File: src/rtl/rr_arbiter8_if.sv
// Request/grant bundle between the requesters and the eight-way round-robin arbiter.
// The arbiter takes the slave side; the requesters or the bench take the master side.
interface rr_arbiter8_if;
  logic       en;
  logic [7:0] req;
  logic       done;
  logic [2:0] grant_idx;
  logic       grant_valid;
  logic       busy;
  logic       timeout;

  modport master (
    output en, req, done,
    input  grant_idx, grant_valid, busy, timeout
  );

  modport slave (
    input  en, req, done,
    output grant_idx, grant_valid, busy, timeout
  );
endinterface

File: src/rtl/rr_arbiter8.sv
// Eight-way round-robin arbiter with grant hold and a hold-time watchdog.
// It registers a 3-bit grant index that feeds a downstream 3-to-8 decoder.
module rr_arbiter8 #(
  parameter int unsigned MAX_HOLD = 8,
  parameter int unsigned HOLD_W   = 8
) (
  input logic          clk,
  input logic          rst_n,
  rr_arbiter8_if.slave bus
);

  typedef enum logic {StIdle, StGrant} state_e;

  state_e            state_q;
  logic [2:0]        ptr_q;
  logic [2:0]        grant_idx_q;
  logic [HOLD_W-1:0] hold_cnt_q;
  logic              timeout_q;

  logic [2:0] winner;
  logic [2:0] cand;
  logic       hit;

  // Rotating scan: the first set request at or after ptr wins.
  always_comb begin
    winner = ptr_q;
    cand   = ptr_q;
    hit    = 1'b0;
    for (int i = 0; i < 8; i++) begin
      cand = ptr_q + 3'(i);
      if (!hit && bus.req[cand]) begin
        winner = cand;
        hit    = 1'b1;
      end
    end
  end

  logic owner_req;
  logic cnt_expired;
  logic release_now;

  assign owner_req   = bus.req[grant_idx_q];
  assign cnt_expired = (hold_cnt_q == HOLD_W'(MAX_HOLD - 1));
  assign release_now = bus.done || !owner_req || cnt_expired;

  always_ff @(posedge clk) begin
    if (!rst_n) begin
      state_q     <= StIdle;
      ptr_q       <= 3'd0;
      grant_idx_q <= 3'd0;
      hold_cnt_q  <= '0;
      timeout_q   <= 1'b0;
    end else begin
      timeout_q <= 1'b0;
      case (state_q)
        StIdle: begin
          if (bus.en && hit) begin
            grant_idx_q <= winner;
            hold_cnt_q  <= '0;
            state_q     <= StGrant;
          end
        end
        StGrant: begin
          if (release_now) begin
            state_q    <= StIdle;
            ptr_q      <= grant_idx_q + 3'd1;
            hold_cnt_q <= '0;
            // Flag only a release forced purely by the watchdog.
            timeout_q  <= cnt_expired && !bus.done && owner_req;
          end else begin
            hold_cnt_q <= hold_cnt_q + HOLD_W'(1);
          end
        end
        default: state_q <= StIdle;
      endcase
    end
  end

  assign bus.grant_idx   = grant_idx_q;
  assign bus.grant_valid = (state_q == StGrant);
  assign bus.busy        = (state_q == StGrant);
  assign bus.timeout     = timeout_q;

endmodule

File: src/flat_wrapper.sv
// flat-port wrapper written by rule: the top's interface ports become plain ports
module rr_arbiter8_flat 
#(
  parameter int unsigned MAX_HOLD = 8,
  parameter int unsigned HOLD_W   = 8
)
  (clk, rst_n, bus_en, bus_req, bus_done, bus_grant_idx, bus_grant_valid, bus_busy, bus_timeout);
  rr_arbiter8_if bus_i ();
  input logic clk;
  input logic rst_n;
  input wire logic [$bits(bus_i.en)-1:0] bus_en;
  input wire logic [$bits(bus_i.req)-1:0] bus_req;
  input wire logic [$bits(bus_i.done)-1:0] bus_done;
  output wire logic [$bits(bus_i.grant_idx)-1:0] bus_grant_idx;
  output wire logic [$bits(bus_i.grant_valid)-1:0] bus_grant_valid;
  output wire logic [$bits(bus_i.busy)-1:0] bus_busy;
  output wire logic [$bits(bus_i.timeout)-1:0] bus_timeout;
  assign bus_i.en = bus_en;
  assign bus_i.req = bus_req;
  assign bus_i.done = bus_done;
  assign bus_grant_idx = bus_i.grant_idx;
  assign bus_grant_valid = bus_i.grant_valid;
  assign bus_busy = bus_i.busy;
  assign bus_timeout = bus_i.timeout;
  rr_arbiter8 #(.MAX_HOLD(MAX_HOLD), .HOLD_W(HOLD_W)) u_core (.clk(clk), .rst_n(rst_n), .bus(bus_i));
endmodule
File: config.mk
export PLATFORM = sky130hd
export DESIGN_NAME = rr_arbiter8_flat
export DESIGN_NICKNAME = d
export VERILOG_FILES = /design/src/rtl/rr_arbiter8_if.sv /design/src/rtl/rr_arbiter8.sv /design/src/flat_wrapper.sv
export SDC_FILE = /design/constraint.sdc
export NUM_CORES = 1
export LEC_CHECK = 0
export CAP_MARGIN = 20
export CELL_PAD_IN_SITES_DETAIL_PLACEMENT = 1
export CELL_PAD_IN_SITES_GLOBAL_PLACEMENT = 1
export CORE_MARGIN = 1.5
export CORE_UTILIZATION = 39
export CTS_CLUSTER_SIZE = 12
export DETAILED_ROUTE_END_ITERATION = 8
export PLACE_DENSITY_LB_ADDON = 0.25
export SLEW_MARGIN = 25
export SYNTH_ARGS = -nofsm -noshare
export SYNTH_HDL_FRONTEND = slang
export SYNTH_SLANG_ARGS = --single-unit
File: constraint.sdc
create_clock -name clk -period 3.4 [get_ports clk]
set_input_delay 0.68 -clock clk [delete_from_list [all_inputs] [get_ports clk]]
set_output_delay 0.68 -clock clk [all_outputs]
set_load 0.02 [all_outputs]
# Yosys cells after proc, flatten, opt, wreduce, memory -nomap -nowiden
# Cells that the tools add are included.
# word_totals
register_bits	16
input_bits	12
out_inout_bits	6
word_cells	89
# op_classes
add_sub_neg	9
n_lt_le_gt_ge	9
eq_ne	2
muxes	39
bitwise	1
n_reduce_logical	24
# ops
op	n
$lt A3 B4 Y1 const B	9
$bmux W1 S3	9
$mux W3	7
$mux W1	19
$mux W8	2
$pmux W8 S2	1
$add A3 B3 Y3 const B	4
$logic_and A1 B1 Y1	10
$logic_not A1 Y1	9
$add A8 B1 Y8 const B	1
$eq A8 B3 Y1 const B	1
$add A3 B1 Y3 const B	2
$add A3 B2 Y3 const B	2
$reduce_and A2 Y1	2
$reduce_and A3 Y1	1
$logic_or A1 B1 Y1	2
$ne A2 B1 Y1 const B	1
$pmux W1 S2	1
$not A1 Y1	1

# Logic depth before layout (Yosys ltp)
# Gate-level depths: netlist (run 1).
# depth
depth_word	27
ltp_mapped	11
depth_no_buf	9

# Worst setup path after synthesis (run 1)
# No wires, ideal clock.
# synth_path
path_kind	register to register
startpoint	reg u_core.ptr_q[1]
endpoint	reg u_core.hold_cnt_q[3]
setup_ns	0.088
arrival_ns	3.100
setup_slack_ns	0.211
path_stages_with_launch	11
cell_sequence	dfxtp_1 > clkbuf_1 > inv_1 > ha_1 > buf_6 > mux4_2 > mux4_2 > nor3_4 > nand3_2 > a21o_1 > a311oi_2
# synth_via
elab_chain_cells	26
elab_cells_between_ends	47
cone_classes	7 x add/sub; 1 x eq/ne; 24 x mux; 15 x reduce/logical
# synth_rtl
element	line	rtl
start, declared	rr_arbiter8.sv:15	logic [2:0] ptr_q;
start signal, assigned	rr_arbiter8.sv:66	ptr_q <= grant_idx_q + 3'd1;
branches (longest 23 deep; another with $add A3 B1 Y3)	n/a	
$mux W1 (*)	rr_arbiter8.sv:31	if (!hit && bus.req[cand]) begin
$logic_and A1 B1 Y1 (*)	rr_arbiter8.sv:57	if (bus.en && hit) begin
$ne A2 B1 Y1 (no line) (*)	n/a	
end signal, assigned	rr_arbiter8.sv:71	hold_cnt_q <= hold_cnt_q + HOLD_W'(1);
end, declared	rr_arbiter8.sv:17	logic [HOLD_W-1:0] hold_cnt_q;
# Every way passes the cells marked *. The select of a mux whose other input is x is not followed.
# A chain may end at the register's enable or synchronous reset.

# Worst setup path after layout (run 1)
# layout_path
startpoint	reg u_core.ptr_q[1]
endpoint	reg u_core.hold_cnt_q[5]
# Same word-level chain as after synthesis.

==> impl_results.md, run 1 <==
* Status: finished, final reports clean
* Die span in y at about 68 um
* # rows at 23
* Synth Register Bits at 16
* Worst hold path type: register to register
* Cell Count, Final, Fillers Out at 248
* Post-Syn Instances at 176
* Initial DRC Count at 101
* Chip width at a little under 70 um
* CP Max Fanout at 9
* Sink Count at 16
* Worst stage delay on the critical path at 0.61 ns
* Setup_tns at 0 ns
* Final setup vio count at 0
* CTS Buffer Depth at 2
* Mapped cell area at 1660 sq um
* Dpl ws at 0.0477 ns
* Buffers on Ports at 17
* Drt pass-1 iters at 4
* Worst Skew at 0.00395 ns
* Setup CP Type: register to register
* Via count at around 1600
* Die area at 4650 sq um
* # DRC at 0
* Clock Latency Late Sink at approximately 0.25 ns
* Required time of the critical path at 3.56 ns
* Worst ir drop on vdd at 0.253 mV
* RD Place Congestion at 0.863
* Highest Clock Rate at 0.316 GHz
* Vias in the first global route at 1580
* Clock H-tree levels at 1
* Final wirelength at 4940 um
* Largest net degree at the start of global routing at 14
* Clock Tree Root: clkbuf_8
* Post-synth top flop: dfxtp_1
* Hpwl dp at 3860 um
* Io pins at 18
* Max cap viols at 0
* Largest family of logic cells by synthesized area: multiplexers
* Sequential share of the synthesized area at between 10% and 20%
* Starting density of the core at roughly 41%
* Post-synthesis mux area share at 28.3%
* Cell Pwr Density at just over 400 nW/um^2
* Clk slew on worst S/H paths at 0.06 ns
* Share of the synthesized area in the top cell type at slightly below 20%
* WHS at between 0.5 and 0.6 ns
* Initial antenna violation count at 0
* # placed instances at 244
* Async S/R FF share, synth at 0%
* CTS Hold Buffers Added at 0
* Via density at ~6.6
* Post-Synth XOR/XNOR Area at 2.11%
* # diodes at 0
* Worst path bufs/invs at 1
* Cts bufs inserted at 3
* Most frequent cells in the layout: nor2_1 (17), clkdlybuf4s50_1 (17), dfxtp_1 (16)
* Grt ovf at 0
* Slowest cell on crit path: mux4_1
* Critical path cell sequence: inv_1 > ha_2 > mux4_1 > mux4_2 > nor3_4 > nand3_2 > a21o_1 > a311oi_2
* Critical path's top delay family: multiplexers
* Simple-gate portion of the synthesized area at between 20% and 30%
* CP Capture Type: register
* First-pass GRT wire length at 7940 um
* Yosys warnings at 0
* Adder-cell share of the synthesized area at 3.02%
* Top cells by area, synth: dfxtp_1 (19%), mux4_2 (15%), mux4_1 (6.3%)
* Final net count at roughly 220
* Startpoint Class: register
* WP data arrival at about 3.3 ns
* Number of synthesized flops with an enable pin at 0
* Syn_nets at 192
* Routed Antenna Nets at 0
* Final slew viol count at 0
* Cell variety after synth at 57
* Cell taking the most area after synthesis: dfxtp_1
* RSZ-0062 raised after global routing: no
* GRT Util Overall at 23.1%
* Final Hold Viols at 0
* CTS tree: yes
* Share of cells above drive strength 1 at between 10% and 20%
* Slew of the pin with the lowest slew margin at 0.695 ns
* Core ar. at 4030 sq um
* Final worst setup slack at 0.231 ns
* Synthesized area per cell at around 9.4 sq um
* Relative slew margins at about 53%
* Area Overhead vs Synth at 18.4%
* Synth Area in Compound Gates at 21.2%
* Period utilization at 93.2%
* Pleak at 0.710 nW
* Minimum clock period at 3.17 ns
* WL/cell at 19.9 um
power breakdown:
group          total, mW  internal (mW)  switching, mW
combinational      0.423          0.199          0.224
clock              0.169          0.103         0.0664
sequential         0.224          0.199         0.0245
state kept, by name, indices dropped and copies added, names as in the netlist:
signal                count
u_core.bus.busy           1
u_core.ptr_q              3
u_core.hold_cnt_q         8
u_core.bus.timeout        1
u_core.bus.grant_idx      3
final cells by class:
type | instances | area [sq um]
clock buffers | 4 | 55.1
inverters | 7 | 26.3
multi-input cells | 146 | 1270
well taps | 50 | 62.6
repair buffers | 25 | 230
flip-flops and latches | 16 | 320
fillers | 470 | 2070
cell families (layout without fill, tap and decap cells):
kind of cell,after synthesis,after routing
compound gates,48,48
buf+inv,14,36
flops,16,16
mux,26,26
simple gates,64,64
xor+xnor,4,4
fa+ha+maj,4,4
cells in the mapped netlist (all sizes together), types with 2 or more instances:
master / count
a311oi: 3
o21ai: 7
a21o: 4
buf: 3
or3: 3
nand2b: 3
a22o: 2
a22oi: 3
o311ai: 2
a21oi: 14
or2: 2
nor3: 3
ha: 4
nor2: 17
mux4: 15
xnor2: 3
inv: 6
and3: 7
nand2: 8
nor2b: 2
clkbuf: 4
mux2: 5
a211oi: 2
nor3b: 2
nand3: 8
dfxtp: 16
mux2i: 6
worst register-to-register path: stages (launching register included):
cell,delay [ns]
dfxtp_1,0.36
inv_1,0.12
ha_2,0.50
mux4_1,0.62
mux4_2,0.53
nor3_4,0.29
nand3_2,0.14
a21o_1,0.28
a311oi_2,0.24
final timing paths:
check	from	endpoint	slack, ns	depth (start not counted)
max	u_core.ptr_q[1]$_SDFFE_PN0P_	u_core.hold_cnt_q[5]$_SDFFE_PN0P_	0.23	8
min	u_core.hold_cnt_q[7]$_SDFFE_PN0P_	u_core.hold_cnt_q[7]$_SDFFE_PN0P_	0.52	2
max reg2reg	u_core.ptr_q[1]$_SDFFE_PN0P_	u_core.hold_cnt_q[5]$_SDFFE_PN0P_	0.23	8
min reg2reg	u_core.hold_cnt_q[7]$_SDFFE_PN0P_	u_core.hold_cnt_q[7]$_SDFFE_PN0P_	0.52	2
repair_timing:
item	in CTS	in global routing
resized for setup	0	1
setup endpoints to repair	0	3
buffers inserted	0	0
routing by layer:
metal,wire length [um],share of wire (%),up-vias,GRT usage (%)
met5,0,0,-,0
met4,24,0.49,0,2.75
met3,225,4.6,4,3.29
met2,2450,50,41,39.0
met1,2240,45,834,32.2
li1,-,-,748,-
metrics by stage:
stage,instance area [sq um],total power [mW],utilization (%)
after floorplan,1660,0.513,-
after global placement,1900,0.622,47.3
after detailed placement,1900,0.643,47.3
after CTS,1960,0.815,48.6
after global routing,1960,0.864,48.7
final,1960,0.816,48.7
Note: power is estimated with default switching activity, not from simulation.
==> run 2: changes to the inputs <==
--- a/constraint.sdc
+++ b/constraint.sdc
@@ -3,2 +3,2 @@
 set_output_delay 0.68 -clock clk [all_outputs]
-set_load 0.02 [all_outputs]
+set_load 0.1 [all_outputs]
==> run 2 against run 1 <==
Against the previous run: non-clock buffer count decreased by 1; worst setup slack got worse by 0.050 ns; largest cell class unchanged; die area unchanged; combinational power increased by 8.3%.
==> impl_results.md, run 2 (synthesis gave the netlist of run 1 again) <==
* Status: finished, final reports clean
* Area Overhead vs Synth at 17.2%
* Int Power at 0.493 mW (-1.6%)
* Initial antenna violation count at 0 (unchanged)
* Top reg by flops: u_core.hold_cnt_q
* Final net count at 214 (-0.47%)
* Depth of the most critical reg-to-reg path at 8 (unchanged)
* GRT Util Overall at 21.9% (-1.1 points)
* RD Place Congestion at 0.839 (-2.8%)
* CP Max Fanout at 9 (unchanged)
* Core ar. at 4030 sq um (unchanged)
* WP data arrival at 3.38 ns (+0.05 ns)
* Max FFs per register at 8 (unchanged)
* P_sw at 0.357 mW (+13%)
* Largest net degree at the start of global routing at 14 (unchanged)
* Dpl cell area at 1880 sq um (-1.1%)
* # DRC at 0 (unchanged)
* Clock Latency Late Sink at 0.25 ns (about the same)
* Io pins at 18 (unchanged)
* Post-CTS Setup Bufs at 0 (unchanged)
* Final wirelength at 4740 um (-4.1%)
* # fillers at 483 (+2.8%)
* Cts bufs inserted at 3 (unchanged)
* Clk slew on worst S/H paths at 0.06 ns (about the same)
* WL/cell at 19.2 um (-3.7%)
* Die area at 4650 sq um (unchanged)
* Vias in the first global route at 1524 (-3.5%)
* Final slew viol count at 0 (unchanged)
* Starting density of the core at 41.1% (unchanged)
* # placed instances at 243 (-0.41%)
* Highest Clock Rate at 0.311 GHz (-1.5%)
* Clock share of power at 19.8% (-0.9 points)
* # rows at 23 (unchanged)
* Core Util, Final at 48.2% (-0.50 points)
* Routed Antenna Nets at 0 (unchanged)
* Relative slew margins at 35.8% (-17 points)
* Buffers on Ports at 17 (unchanged)
* Clock H-tree levels at 1 (unchanged)
* Worst Skew at 0.00421 ns (+0.000263 ns)
* Period utilization at 94.7% (+1.5 points)
* Drt pass-1 iters at 4 (unchanged)
* Most frequent cells in the layout: nor2_1 (17), dfxtp_1 (16), a21oi_1 (13)
* Sink Count at 16 (unchanged)
* Design area at 1940 sq um (-1.0%)
* Final Hold Viols at 0 (unchanged)
* Share of cells above drive strength 1 at 21.8% (+2.1 points)
* Chip width at 68.2 um (unchanged)
* Via density at 6.33 (-3.5%)
* Via count at 1563 (-3.9%)
* Setup CP Type: register to register
* Slew of the pin with the lowest slew margin at 0.960 ns (+0.266 ns)
* Clock Tree Root: clkbuf_8
* RSZ-0062 raised after global routing: no
* Final setup vio count at 0 (unchanged)
* Cell Count, Final, Fillers Out at 247 (-0.40%)
* Minimum clock period at 3.22 ns (+0.0496 ns)
* Hpwl dp at 3820 um (-0.98%)
* WHS at 0.515 ns (-0.00440 ns)
* CP Capture Type: register
* Worst hold path type: register to register
* Grt ovf at 0 (unchanged)
* Comb pwr share at 53.9% (+2.1 points)
* Cell Pwr Density at 438 nW/um^2 (+5.2%)
* Most common cell after layout, fill and taps aside: nor2_1
* Sw Ratio at 42.0% (+3.4 points)
* Total power at 0.850 mW (+4.2%)
* Sequential Power Share at 26.3% (-1.1 points)
* Pleak at 0.713 nW (+0.48%)
* CTS Buffer Depth at 2 (unchanged)
* Die span in y at 68.2 um (unchanged)
* Hold depth at 2 (unchanged)
* Startpoint Class: register
* First-pass GRT wire length at 7540 um (-5.0%)
* CTS tree: yes
* # diodes at 0 (unchanged)
* Required time of the critical path at 3.56 ns (about the same)
* Initial DRC Count at 41 (-59%)
* Worst ir drop on vdd at 0.243 mV (-4.3%)
* Max cap viols at 0 (unchanged)
## run 2: cell count changes in the layout (fill, tap and decap cells not counted), sizes merged
cell,before,now
clkdlybuf4s50,17,12
buf,8,12
## run 2: final cells by class
| cell class | count | area [sq um] | share of cell area [%] |
|---|---|---|---|
| well taps | 50 | 62.6 | 3.22 |
| flip-flops and latches | 16 | 320 | 16.5 |
| inverters | 7 | 26.3 | 1.35 |
| multi-input cells | 146 | 1270 | 65.3 |
| clock buffers | 4 | 55.1 | 2.84 |
| repair buffers | 24 | 210 | 10.8 |
## run 2: final timing paths
| check | slack [ns] | to | startpoint |
|---|---|---|---|
| setup reg to reg | 0.18 | u_core.hold_cnt_q[5]$_SDFFE_PN0P_ | u_core.ptr_q[1]$_SDFFE_PN0P_ |
| hold / removal | 0.52 | u_core.hold_cnt_q[7]$_SDFFE_PN0P_ | u_core.hold_cnt_q[7]$_SDFFE_PN0P_ |
| hold reg to reg | 0.52 | u_core.hold_cnt_q[7]$_SDFFE_PN0P_ | u_core.hold_cnt_q[7]$_SDFFE_PN0P_ |
| setup / recovery | 0.18 | u_core.hold_cnt_q[5]$_SDFFE_PN0P_ | u_core.ptr_q[1]$_SDFFE_PN0P_ |
## run 2: metal layers
layer / share of wire (%) / vias to the layer above / routed length [um] / global-route usage, %
met3: 3.3 / 0 / 154 / 3.62
met1: 48 / 798 / 2250 / 31.8
met2: 49 / 24 / 2330 / 36.3
met5: 0 / - / 0 / 0
li1: - / 741 / - / -
met4: 0 / 0 / 0 / 0.750
## run 2: metrics by stage
stage	setup WS, ns	TNS (ns)
after floorplan	0.209	0
after global placement	0.114	0
after detailed placement	-0.0118	-0.0237
after CTS	0.0794	0
after global routing	0.0339	0
final	0.181	0
## run 2: power by group through the flow
stage	combinational (mW)	clock (mW)	sequential [mW]
6_report	0.458	0.168	0.223
5_1_grt	0.491	0.179	0.226
4_1_cts	0.456	0.169	0.224
3_5_place_dp	0.454	0	0.228
3_3_place_gp	0.438	0	0.226
2_1_floorplan	0.294	0	0.269
## run 2: repair_timing
action                                  in CTS  in global routing
endpoints found under the setup margin       0                 11
gates resized for setup                      0                  1
hold buffers                                 0                  0
## run 2: critical path: stages, from the launching register on
cell and delay, ns:
dfxtp_1 0.35, inv_1 0.11, ha_2 0.51, mux4_1 0.63, mux4_2 0.54, nor3_4 0.29, nand3_2 0.14, a21o_1 0.28
a311oi_2 0.26
==> run 3: changes to the inputs <==
- CORE_UTILIZATION: 39 -> 44
- clock period: 3.4 -> 3.3 ns (I/O delays scaled with it)
==> run 3 against run 2 <==
Against the previous run: worst setup slack improved by 0.060 ns; critical path depth decreased by 1; via count increased by 1.1%; sequential power increased by 3%; worst hold slack improved by 0.016 ns; first-iteration DRC count increased by 130%; total power increased by 6.0%; register-to-register slack improved by 0.08 ns; final area increased by 1.0%; clock power increased by 7%; clock skew decreased by 0.0035 ns.
==> impl_results.md, run 3 (synthesis gave the netlist of run 1 again) <==
* First-pass GRT wire length at 7810 um (+3.6%)
* WL/cell at 19.2 um (about the same)
* Slew of the pin with the lowest slew margin at 0.639 ns (-0.321 ns)
* CTS Hold Buffers Added at 0 (unchanged)
* Final Hold Viols at 0 (unchanged)
* Share of cells above drive strength 1 at 23.1% (+1.3 points)
* Required time of the critical path at 3.45 ns (-0.11 ns)
* Dpl ws at -0.0308 ns (-0.0190 ns)
* Startpoint Class: input pin
* Setup CP Type: input pin to register
* Relative slew margins at 57.0% (+21 points)
* Grt ovf at 0 (unchanged)
* RD Place Congestion at 0.916 (+9.2%)
* # fillers at 441 (-8.7%)
* Clock share of power at 20.0% (+0.2 points)
* Dpl cell area at 1890 sq um (+0.53%)
* Sink Count at 16 (unchanged)
* CTS Buffer Depth at 2 (unchanged)
* Largest net degree at the start of global routing at 14 (unchanged)
* Buffers on Ports at 17 (unchanged)
* Cell Pwr Density at 459 nW/um^2 (+4.9%)
* Sw Ratio at 42.2% (+0.19 points)
* Area Overhead vs Synth at 18.4%
* RSZ-0062 raised after global routing: no
* # placed instances at 243 (unchanged)
* Multi-input gate area in the final layout at 1280 sq um (+0.79%)
* CP Capture Type: register
* # diodes at 0 (unchanged)
* Total power at 0.901 mW (+6.0%)
* CTS tree: yes
* Slowest cell on crit path: mux4_2
* Worst hold path type: register to register
* Final net count at 216 (+0.93%)
* Worst stage delay on the critical path at 0.58 ns (-0.05 ns)
* Design area at 1960 sq um (+1.0%)
* GRT Util Overall at 24.6% (+2.6 points)
* Clk slew on worst S/H paths at 0.07 ns (about the same)
* Critical R2R Capture: u_core.hold_cnt_q[3]$_SDFFE_PN0P_
* Register Area at 320 sq um (unchanged)
* Int Power at 0.521 mW (+5.7%)
* Drt pass-1 iters at 4 (unchanged)
* P_sw at 0.380 mW (+6.5%)
* Worst path bufs/invs at 1 (unchanged)
* Status: finished, final reports clean
* Critical path's top delay family: multiplexers
* Core ar. at 3630 sq um (-9.8%)
* Final worst setup slack at 0.241 ns (+0.0599 ns)
* Clock H-tree levels at 1 (unchanged)
* Post-cts resize count at 0 (unchanged)
* Chip width at 64.4 um (-5.6%)
* Most frequent cells in the layout: nor2_1 (17), dfxtp_1 (16), buf_4 (15)
* # DRC at 0 (unchanged)
* Via density at 6.40 (+1.1%)
* Worst Skew at 0.000667 ns (-0.00354 ns)
* Endpoint, Worst Hold: u_core.hold_cnt_q[7]$_SDFFE_PN0P_
* Final slew viol count at 0 (unchanged)
* Io pins at 18 (unchanged)
* Vias in the first global route at 1580 (+3.7%)
* WP data arrival at 3.21 ns (-0.17 ns)
* Routed Antenna Nets at 0 (unchanged)
* Cell Count, Final, Fillers Out at 247 (unchanged)
* # rows at 22 (-4.3%)
* Initial antenna violation count at 0 (unchanged)
* Critical path cell sequence: clkdlybuf4s50_1 > mux4_2 > mux2_2 > nor3_1 > nor3b_2 > a22oi_1 > o311a_1
* Starting density of the core at 45.6% (+4.5 points)
* Final setup vio count at 0 (unchanged)
* Hold depth at 2 (unchanged)
* Highest Clock Rate at 0.327 GHz
* R2r setup slk at 0.26 ns (+0.08 ns)
* R2R Path Start: u_core.ptr_q[1]$_SDFFE_PN0P_
* Sequential Power Share at 25.5% (-0.8 points)
* Depth of the most critical reg-to-reg path at 8 (unchanged)
* Period utilization at 92.7%
* Clock Tree Root: clkbuf_8
* Max FFs per register at 8 (unchanged)
* Comb pwr share at 54.4% (+0.5 points)
* Final wirelength at 4730 um (about the same)
* Hpwl dp at 3740 um (-2.0%)
* Clock Latency Late Sink at 0.26 ns (about the same)
* Cts bufs inserted at 3 (unchanged)
* Via count at 1580 (+1.1%)
* Worst ir drop on vdd at 0.178 mV (-26%)
* Post-CTS Setup Bufs at 0 (unchanged)
* Min-delay src: u_core.hold_cnt_q[7]$_SDFFE_PN0P_
* Top reg by flops: u_core.hold_cnt_q
* Max cap viols at 0 (unchanged)
* Initial DRC Count at 94 (+130%)
* Setup_tns at 0 ns (unchanged)
* Die span in y at 64.4 um (-5.6%)
* Minimum clock period at roughly 3.1 ns
* Most common cell after layout, fill and taps aside: nor2_1
* Pleak at 0.727 nW (+2.0%)
* CP Max Fanout at 7 (-2)
* Die area at 4140 sq um (-11%)
## run 3: changes by cell type in the layout (fill, tap and decap cells not counted)
cell	previous run	this run
buf_4	12	15
clkdlybuf4s50_1	12	11
ha_2	1	0
ha_4	0	1
## run 3: how the worst max path moves through the flow
stage	start	end	slack (ns)	depth (start not counted)
after global placement	bus_req[5]	u_core.bus.grant_idx[1]$_SDFFE_PN0P_	0.04	7
final	bus_req[1]	u_core.bus.grant_idx[1]$_SDFFE_PN0P_	0.24	7
after global routing	bus_req[1]	u_core.bus.grant_idx[0]$_SDFFE_PN0P_	0.08	8
after CTS	u_core.ptr_q[1]$_SDFFE_PN0P_	u_core.hold_cnt_q[6]$_SDFFE_PN0P_	0.03	8
after floorplan	u_core.ptr_q[1]$_SDFFE_PN0P_	u_core.hold_cnt_q[3]$_SDFFE_PN0P_	0.11	10
after detailed placement	bus_req[6]	u_core.hold_cnt_q[6]$_SDFFE_PN0P_	-0.03	7
## run 3: per-stage QoR
step	util, %	hold slack (ns)
final	54.0	0.532
after global routing	54.0	0.560
after CTS	53.7	0.531
after detailed placement	52.1	0.511
after global placement	52.1	0.488
after floorplan	-	0.457
## run 3: worst register-to-register path, stage by stage, from the launching register on
cell	delay, ns
dfxtp_1	0.35
inv_1	0.13
ha_4	0.39
mux4_1	0.60
mux4_2	0.54
nor3_4	0.29
nand3_2	0.14
a21o_1	0.27
a311oi_2	0.25
## run 3: metal layers
layer / track usage (%) / wire length (um)
met2: 39.8 / 2290
met5: 0 / 0
met4: 4.79 / 44
met1: 34.7 / 2230
met3: 4.23 / 165
## run 3: power by group through the flow
stage | Combinational [mW] | Sequential (mW) | Clock (mW)
floorplan | 0.303 | 0.277 | 0
finish | 0.490 | 0.230 | 0.180
global placement | 0.458 | 0.233 | 0
global route | 0.524 | 0.232 | 0.191
CTS | 0.481 | 0.230 | 0.185
detailed placement | 0.479 | 0.234 | 0
## run 3: area by class of cell
type / count / share of cell area (%)
inverters: 7 / 1.34
well taps: 48 / 3.06
clock buffers: 4 / 2.81
repair buffers: 26 / 11.4
multi-input cells: 146 / 65.1
flip-flops and latches: 16 / 16.3
